**src/rtl/store_queue.sv**
```systemverilog
// Circular store queue: in-order allocate at dispatch, out-of-order address resolve,
// in-order retire, and in-order drain to data memory over a valid/ready port.
module store_queue #(
  parameter int SQ_SZ = 8,
  localparam int PW = $clog2(SQ_SZ),
  localparam int CW = PW + 1
) (
  input  logic             clock,
  input  logic             reset,
  input  logic             alloc_req,
  output logic             alloc_ok,
  output logic [SQ_SZ-1:0] alloc_mask,
  input  logic             resolve_valid,
  input  logic [SQ_SZ-1:0] resolve_mask,
  input  logic [31:0]      resolve_addr,
  input  logic [31:0]      resolve_data,
  input  logic [3:0]       resolve_byte_mask,
  input  logic             retire_valid,
  input  logic             squash,
  output logic             mem_req_valid,
  output logic [31:0]      mem_req_addr,
  output logic [31:0]      mem_req_data,
  output logic [3:0]       mem_req_byte_mask,
  input  logic             mem_req_ready,
  output logic [SQ_SZ-1:0] unresolved_mask,
  output logic             empty,
  output logic [CW-1:0]    count
);

  typedef enum logic [1:0] {S_FREE, S_ALLOC, S_RESOLVED, S_RETIRED} sq_state_e;

  sq_state_e   st_q   [SQ_SZ];
  sq_state_e   st_d   [SQ_SZ];
  logic [31:0] addr_q [SQ_SZ];
  logic [31:0] addr_d [SQ_SZ];
  logic [31:0] data_q [SQ_SZ];
  logic [31:0] data_d [SQ_SZ];
  logic [3:0]  bm_q   [SQ_SZ];
  logic [3:0]  bm_d   [SQ_SZ];
  logic [PW-1:0] head_q, head_d, ret_q, ret_d, tail_q, tail_d;
  logic [CW-1:0] count_q, count_d, n_ret;
  logic drain_go, retire_go, alloc_go;

  // Handshake: a memory transfer happens on a rising edge where mem_req_valid
  // and mem_req_ready are both high; valid never drops before that transfer.
  assign mem_req_valid = (st_q[head_q] == S_RETIRED);
  assign mem_req_addr      = mem_req_valid ? addr_q[head_q] : 32'd0;
  assign mem_req_data      = mem_req_valid ? data_q[head_q] : 32'd0;
  assign mem_req_byte_mask = mem_req_valid ? bm_q[head_q]   : 4'd0;
  assign alloc_ok   = (count_q != CW'(SQ_SZ));
  assign alloc_mask = SQ_SZ'(1) << tail_q;
  assign empty      = (count_q == '0);
  assign count      = count_q;

  always_comb begin
    unresolved_mask = '0;
    for (int i = 0; i < SQ_SZ; i++) unresolved_mask[i] = (st_q[i] == S_ALLOC);
  end

  always_comb begin
    for (int i = 0; i < SQ_SZ; i++) begin
      st_d[i]   = st_q[i];
      addr_d[i] = addr_q[i];
      data_d[i] = data_q[i];
      bm_d[i]   = bm_q[i];
    end
    head_d    = head_q;
    ret_d     = ret_q;
    tail_d    = tail_q;
    n_ret     = '0;
    drain_go  = mem_req_valid && mem_req_ready;
    retire_go = retire_valid && (st_q[ret_q] == S_RESOLVED);
    alloc_go  = alloc_req && alloc_ok && !squash;

    for (int i = 0; i < SQ_SZ; i++) begin
      if (resolve_valid && resolve_mask[i] && (st_q[i] == S_ALLOC) && !squash) begin
        st_d[i]   = S_RESOLVED;
        addr_d[i] = resolve_addr;
        data_d[i] = resolve_data;
        bm_d[i]   = resolve_byte_mask;
      end
    end

    // Retire is applied before squash so the entry retiring this cycle survives.
    if (retire_go) begin
      st_d[ret_q] = S_RETIRED;
      ret_d       = ret_q + 1'b1;
    end

    if (squash) begin
      for (int i = 0; i < SQ_SZ; i++)
        if (st_d[i] == S_ALLOC || st_d[i] == S_RESOLVED) st_d[i] = S_FREE;
      tail_d = ret_d;
    end

    if (drain_go) begin
      st_d[head_q] = S_FREE;
      head_d       = head_q + 1'b1;
    end

    if (alloc_go) begin
      st_d[tail_q] = S_ALLOC;
      tail_d       = tail_q + 1'b1;
    end

    for (int i = 0; i < SQ_SZ; i++) n_ret = n_ret + CW'(st_d[i] == S_RETIRED);
    count_d = squash ? n_ret : count_q + CW'(alloc_go) - CW'(drain_go);
  end

  always_ff @(posedge clock or negedge reset) begin
    if (!reset) begin
      for (int i = 0; i < SQ_SZ; i++) begin
        st_q[i]   <= S_FREE;
        addr_q[i] <= '0;
        data_q[i] <= '0;
        bm_q[i]   <= '0;
      end
      head_q  <= '0;
      ret_q   <= '0;
      tail_q  <= '0;
      count_q <= '0;
    end else begin
      for (int i = 0; i < SQ_SZ; i++) begin
        st_q[i]   <= st_d[i];
        addr_q[i] <= addr_d[i];
        data_q[i] <= data_d[i];
        bm_q[i]   <= bm_d[i];
      end
      head_q  <= head_d;
      ret_q   <= ret_d;
      tail_q  <= tail_d;
      count_q <= count_d;
    end
  end

endmodule
```
**config.mk**
```make
export PLATFORM = sky130hd
export DESIGN_NAME = store_queue
export DESIGN_NICKNAME = d
export VERILOG_FILES = /design/src/rtl/store_queue.sv
export SDC_FILE = /design/constraint.sdc
export NUM_CORES = 1
export LEC_CHECK = 0
export CAP_MARGIN = 5
export CORE_UTILIZATION = 40
export DETAILED_ROUTE_END_ITERATION = 8
export RECOVER_POWER = 100
export SETUP_SLACK_MARGIN = 0.02
export SYNTH_ARGS = -nofsm -noshare
export SYNTH_HDL_FRONTEND = slang
export SYNTH_SLANG_ARGS = --single-unit
```
**constraint.sdc**
```tcl
create_clock -name clock -period 4.24 [get_ports clock]
set_clock_uncertainty 0.05 [all_clocks]
set_input_delay 0.848 -clock clock [delete_from_list [all_inputs] [get_ports clock]]
set_output_delay 0.848 -clock clock [all_outputs]
set_load 0.02 [all_outputs]
```
# == After elaboration in Yosys (flattened, before gate mapping) ==
# Cells that the tools add are included.
# totals
register_bits,573
# classes
addsub,12
order_cmp,6
n_eq_ne,35
shifts,1
muxes,48
bitwise,9
n_reduce_logical,42
# op_table
op,count
32-bit binary-select mux with 3-bit select,2
32-bit 2-to-1 mux,6
16-bit 2-to-1 mux,4
2-bit 2-to-1 mux,23
"2-bit equality test, second input constant",18
"2-bit by 1-bit equality test with 1-bit output, second input constant",16
1-bit logical AND,31
4-bit by 1-bit adder with 4-bit output,5
2-bit demux with 3-bit select,3
16-bit bitwise AND,1
4-bit 2-to-1 mux,4
16-bit inverter,1
16-bit bitwise OR,1
2-bit binary-select mux with 3-bit select,2
4-bit binary-select mux with 3-bit select,1
"4-bit >= comparator, second input constant",3
"4-bit by 1-bit < comparator with 1-bit output, second input constant",3
3-bit inverter with 4-bit output,3
"3-bit by 1-bit adder with 3-bit output, second input constant",3
3-bit 2-to-1 mux,3
8-bit bitwise AND,1
1-bit logical OR,8
8-bit inverter,1
8-bit bitwise OR,1
9 further kinds,9

# == Depth between registers and ports, before layout ==
# logic_depth
word_depth,24
mapped_depth,18
mapped_depth_nobuf,17

# == Least setup slack after synthesis ==
# Ideal clock, no wire load.
# synth_path
path_kind,input to register
from,in resolve_valid
to,reg count_q[2] (netlist: count[2])
setup_time_ns,0.137
t_arrival_ns,4.395
t_required_ns,4.053
path_slack_ns,-0.342
stages,15
path_cell_list,nor2b_1 -> buf_2 -> clkbuf_1 -> a31oi_1 -> or4_1 -> fa_1 -> fa_1 -> inv_1 -> fa_1 -> ha_1 -> inv_1 -> fa_1 -> xnor2_1 -> nor2_1 -> a21oi_1
# synth_via
elab_chain_len,23
# synth_lines
element,line,text
"start, declared",13,"input logic resolve_valid,"
1-bit logical AND (3 in series),76,if (resolve_valid && resolve_mask[i] && (st_q[i] == S_ALLOC) && !squash) begin
2-bit 2-to-1 mux,76,
16-bit bitwise OR (no source line),n/a,
16-bit 2-to-1 mux *,85,if (retire_go) begin
2-bit by 1-bit equality test with 1-bit output / 2-bit equality test (equally long branches),92,if (st_d[i] == S_ALLOC || st_d[i] == S_RESOLVED) st_d[i] = S_FREE;
1-bit logical OR,92,
2-bit 2-to-1 mux,92,
16-bit 2-to-1 mux *,90,if (squash) begin
[... 4 more ...],n/a,
2-bit equality test,106,for (int i = 0; i < SQ_SZ; i++) n_ret = n_ret + CW'(st_d[i] == S_RETIRED);
1-bit by 1-bit adder with 2-bit output,106,
2-bit by 1-bit adder with 3-bit output,106,
3-bit by 1-bit adder with 4-bit output,106,
4-bit by 1-bit adder with 4-bit output (3 in series),106,
4-bit by 1-bit adder with 4-bit output *,106,
4-bit 2-to-1 mux *,107,count_d = squash ? n_ret : count_q + CW'(alloc_go) - CW'(drain_go);
via count_d[2],41,"logic [CW-1:0] count_q, count_d, n_ret;"
"end signal, assigned",132,count_q <= count_d;
"end, declared",41,
# Mark *: on every way through the listed nets, which the timed path passes. The rest lies on a longest branch.
# A chain may end at the register's enable or synchronous reset.

# == Worst setup path in the final report ==
# layout_path
from,reg count_q[2] (netlist: count[2])
to,reg count_q[2] (netlist: count[2])
# layout_via
elab_chain_len,13
# layout_lines
element,line,text
4-bit != test,50,assign alloc_ok = (count_q != CW'(SQ_SZ));
1-bit logical AND (2 in series),73,alloc_go = alloc_req && alloc_ok && !squash;
16-bit 2-to-1 mux,101,if (alloc_go) begin
2-bit equality test,106,
1-bit by 1-bit adder with 2-bit output,106,
2-bit by 1-bit adder with 3-bit output,106,
3-bit by 1-bit adder with 4-bit output,106,
4-bit by 1-bit adder with 4-bit output (4 in series),106,
4-bit 2-to-1 mux *,107,
via count_d[2],41,
# Marked as above.

==> metrics.yaml <==
timing:
  tns_ns: -0.401
  timing.slew.headroom: -0.708
  report.final.slew_viol_count: 96
  finalHoldViolCount: 0
  worst_slack_ns: -0.209
  holdWs_ns: 0.423
  fmax_mhz: 225
  finalSetupViolCount: 3
  min_period_over_period: 1.05
  worst_pin_slew_ns: 2.56
  rsz0062_at_grt: "yes"
  fin_crit_ns: 4.45
clocking:
  h-tree-depth: 2
  clkLatencyLatePin_ns: 0.63
  clk_pin_slew_ns: 0.06
  root_buffer: "clkbuf_16"
  cts_inserted_buffers: 60
  cts_tree: "done"
  ctsLongestPathBuffers: 3
  clock-sinks: 573
  cts_hold_buf: 0
die:
  rows: 94
  die_area_mm2: 0.0679
  die_w_um: 261
  ios: 174
  fp.dieH_um: 261
  start_util: 0.405
  core_area_mm2: 0.0660
global_routing:
  grt_max_degree: 138
  grt_pass1_vias: 18400
  antenna_found_initial: 8
  grt_pass1_wl_mm: 108
  grt_use_total: 0.208
  overflow: 0
yosys:
  synth_edf_count: 0
  synthFlopType: "dfrtp_1"
  synth_cell_types: 67
  yosys_warnings: 0
  yosys.area_share.simple: 0.0719
  synth_area_mm2: 0.0267
  synth_cells: 1980
  ys_async_sr_fraction: 1.00
  synth_top_family_by_area: "multiplexers"
  yosys.area_share.adder: 0.0117
  synth_nets: 2085
  synthMuxAreaShare: 0.320
  syn_area_per_cell_um2: 13.5
  synth_compound_area_frac: 0.0303
  ys_ff_latch: 573
  synth_xor_area_frac: 0.00229
  yosysSeqAreaShare: 0.536
layout:
  final_cell_mix: "dfrtp_1 (567), mux2_2 (481), nand2_1 (359)"
  final_common_cell: "dfrtp_1"
  area_growth_pct: 20.7
  layout.nets: 2324
  fin_cells: 3136
  fill_cells: 5740
  drive_gt1_frac: 0.403
routing:
  ant_nets: 0
  wl_mm: 69.8
  dr.pass1.iters: 7
  wl_per_cell_um: 22.2
  routed_via_density: 5.43
  drc: 40
  drt_iter0_drc: 1116
  via_count: 17000
setup_path:
  path_cells: "inv_2, ha_1, or3b_4, nand4_1, nor3_2, or3_1, a21o_1, fa_1, fa_1, inv_1, fa_1, ha_2, inv_2, fa_2, xnor2_2, nor2_1, a21oi_1"
  path_common_cell: "fa_1"
  crit_family: "adder cells"
  slowest_stage: "fa_1"
  endpoint_kind: "register"
  path_class: "register to register"
  max_stage_delay_ns: 0.54
  worstPathArrival_ns: 4.95
  crit_fanout: 3
  cp-start-kind: "register"
  required_ns: 4.74
  cp_num_buf_inv: 3
power:
  leakage_nw: 15.0
  powerDensity_mw_per_mm2: 471
  max-vdd-ir-drop_mv: 0.306
job:
  cap_violations: 1
placed_design:
  dp.cells: 2994
  dp_hpwl_mm: 39.3
  gp_congestion: 0.861
  dp_slack_ns: -0.685
  io_buffer_count: 173
min_path:
  hold_path.class: "register to register"
run_status:
  violations: "DRC, capacitance limit, slew limit, setup timing"
  status: "complete, but fails checks"
## worst paths after layout
path | startpoint | endpoint | slack (ns) | cells after the start
max in group asynchronous | reset | data_q[48]$_DFFE_PN0P_ | 0.62 | 2
min reg2reg | data_q[237]$_DFFE_PN0P_ | data_q[237]$_DFFE_PN0P_ | 0.42 | 2
max reg2reg | count[2]$_DFF_PN0_ | count[2]$_DFF_PN0_ | -0.21 | 17
max | count[2]$_DFF_PN0_ | count[2]$_DFF_PN0_ | -0.21 | 17
min | data_q[237]$_DFFE_PN0P_ | data_q[237]$_DFFE_PN0P_ | 0.42 | 2
min in group asynchronous | reset | addr_q[50]$_DFFE_PN0P_ | 0.93 | 1
## per-stage QoR
step                      utilization  power, mW  area (µm²)
final                           0.489       15.2       32300
after global routing            0.489       15.9       32300
after CTS                       0.490       15.4       32300
after detailed placement        0.455       9.82       30000
after global placement          0.455       9.64       30000
after floorplan                     -       8.97       26800
## final cells by class
cell class	instances	area (µm²)	area share
flip-flops and latches	573	14400	0.445
clock buffers	89	1770	0.0549
diodes	4	10.0	0.000310
inverters	26	97.6	0.00302
multi-input cells	1244	11800	0.366
repair buffers	314	2850	0.0884
well taps	864	1080	0.0335
clock inverters	22	300	0.00930
## power by group
part | switching (mW) | internal [mW] | total [mW]
sequential | 0.610 | 6.72 | 7.33
combinational | 0.870 | 1.52 | 2.39
clock | 2.23 | 3.25 | 5.48
total | 3.71 | 11.5 | 15.2
## synth_stat cells (3+ instances only)
cell type,number,share of area
dfrtp_1,573,0.54
buf_4,8,0.0022
ha_1,17,0.0080
xor2_1,3,0.00098
a21o_1,5,0.0014
nor2b_1,15,0.0035
buf_1,17,0.0024
mux4_2,137,0.12
o21ai_0,7,0.0013
nand4_1,4,0.00094
o211ai_1,3,0.00084
nand3_1,10,0.0019
o21a_1,3,0.00084
buf_2,62,0.012
nand3b_1,4,0.0011
nor3b_1,3,0.00084
a21oi_1,78,0.015
and2_1,4,0.00094
a311oi_1,3,0.00098
a31oi_1,11,0.0026
nor2_1,24,0.0034
mux2i_1,4,0.0015
or3_1,5,0.0012
nor4_1,3,0.00070
a32oi_1,3,0.00098
and3_1,9,0.0021
nand2_1,359,0.050
clkbuf_1,49,0.0069
mux2_2,481,0.20
o22ai_1,4,0.00094
inv_1,24,0.0034
xnor2_1,4,0.0013
fa_1,5,0.0037
## registers in the layout, indices dropped and copies added, names as in the netlist
name,cells
addr_q,256
bm_q,32
count,4
data_q,256
head_q,3
ret_q,3
st_q,16
tail_q,3
## worst register-to-register path: cells and delay by family, from the launching register on
| family | cells | cell delay, ns |
|---|---|---|
| flip-flops | 1 | 0.41 |
| adder cells (fa/ha/maj) | 6 | 2.19 |
| AND/OR/NAND/NOR | 5 | 1.10 |
| XOR/XNOR | 1 | 0.16 |
| buffers and inverters | 3 | 0.15 |
| AO/OA/AOI/OAI | 2 | 0.30 |
## metal layers
metal | wire length [µm] | up-vias | global-route usage | share of wire
met4 | 1550 | 8 | 0.0616 | 0.022
met5 | 50 | - | 0 | 0.00072
met3 | 3050 | 112 | 0.0381 | 0.044
met1 | 31400 | 8986 | 0.285 | 0.45
met2 | 33700 | 325 | 0.337 | 0.48
li1 | - | 7587 | - | -
## kinds of logic (layout without fill, tap and decap cells)
family,after synthesis,count (layout)
compound gates,135,135
buf+inv,163,451
fa+ha+maj,22,22
xor+xnor,7,7
mux,624,624
other cells,0,4
flops,573,573
simple gates,456,456
## repair_timing
item / in CTS / in global routing
resized for setup: 96 / 20
pin swaps: 8 / 1
setup buffers: 23 / 2
endpoints found under the setup margin: 63 / 26
gates cloned: 1 / 1
No activity file was read; power rests on OpenSTA's default activity.
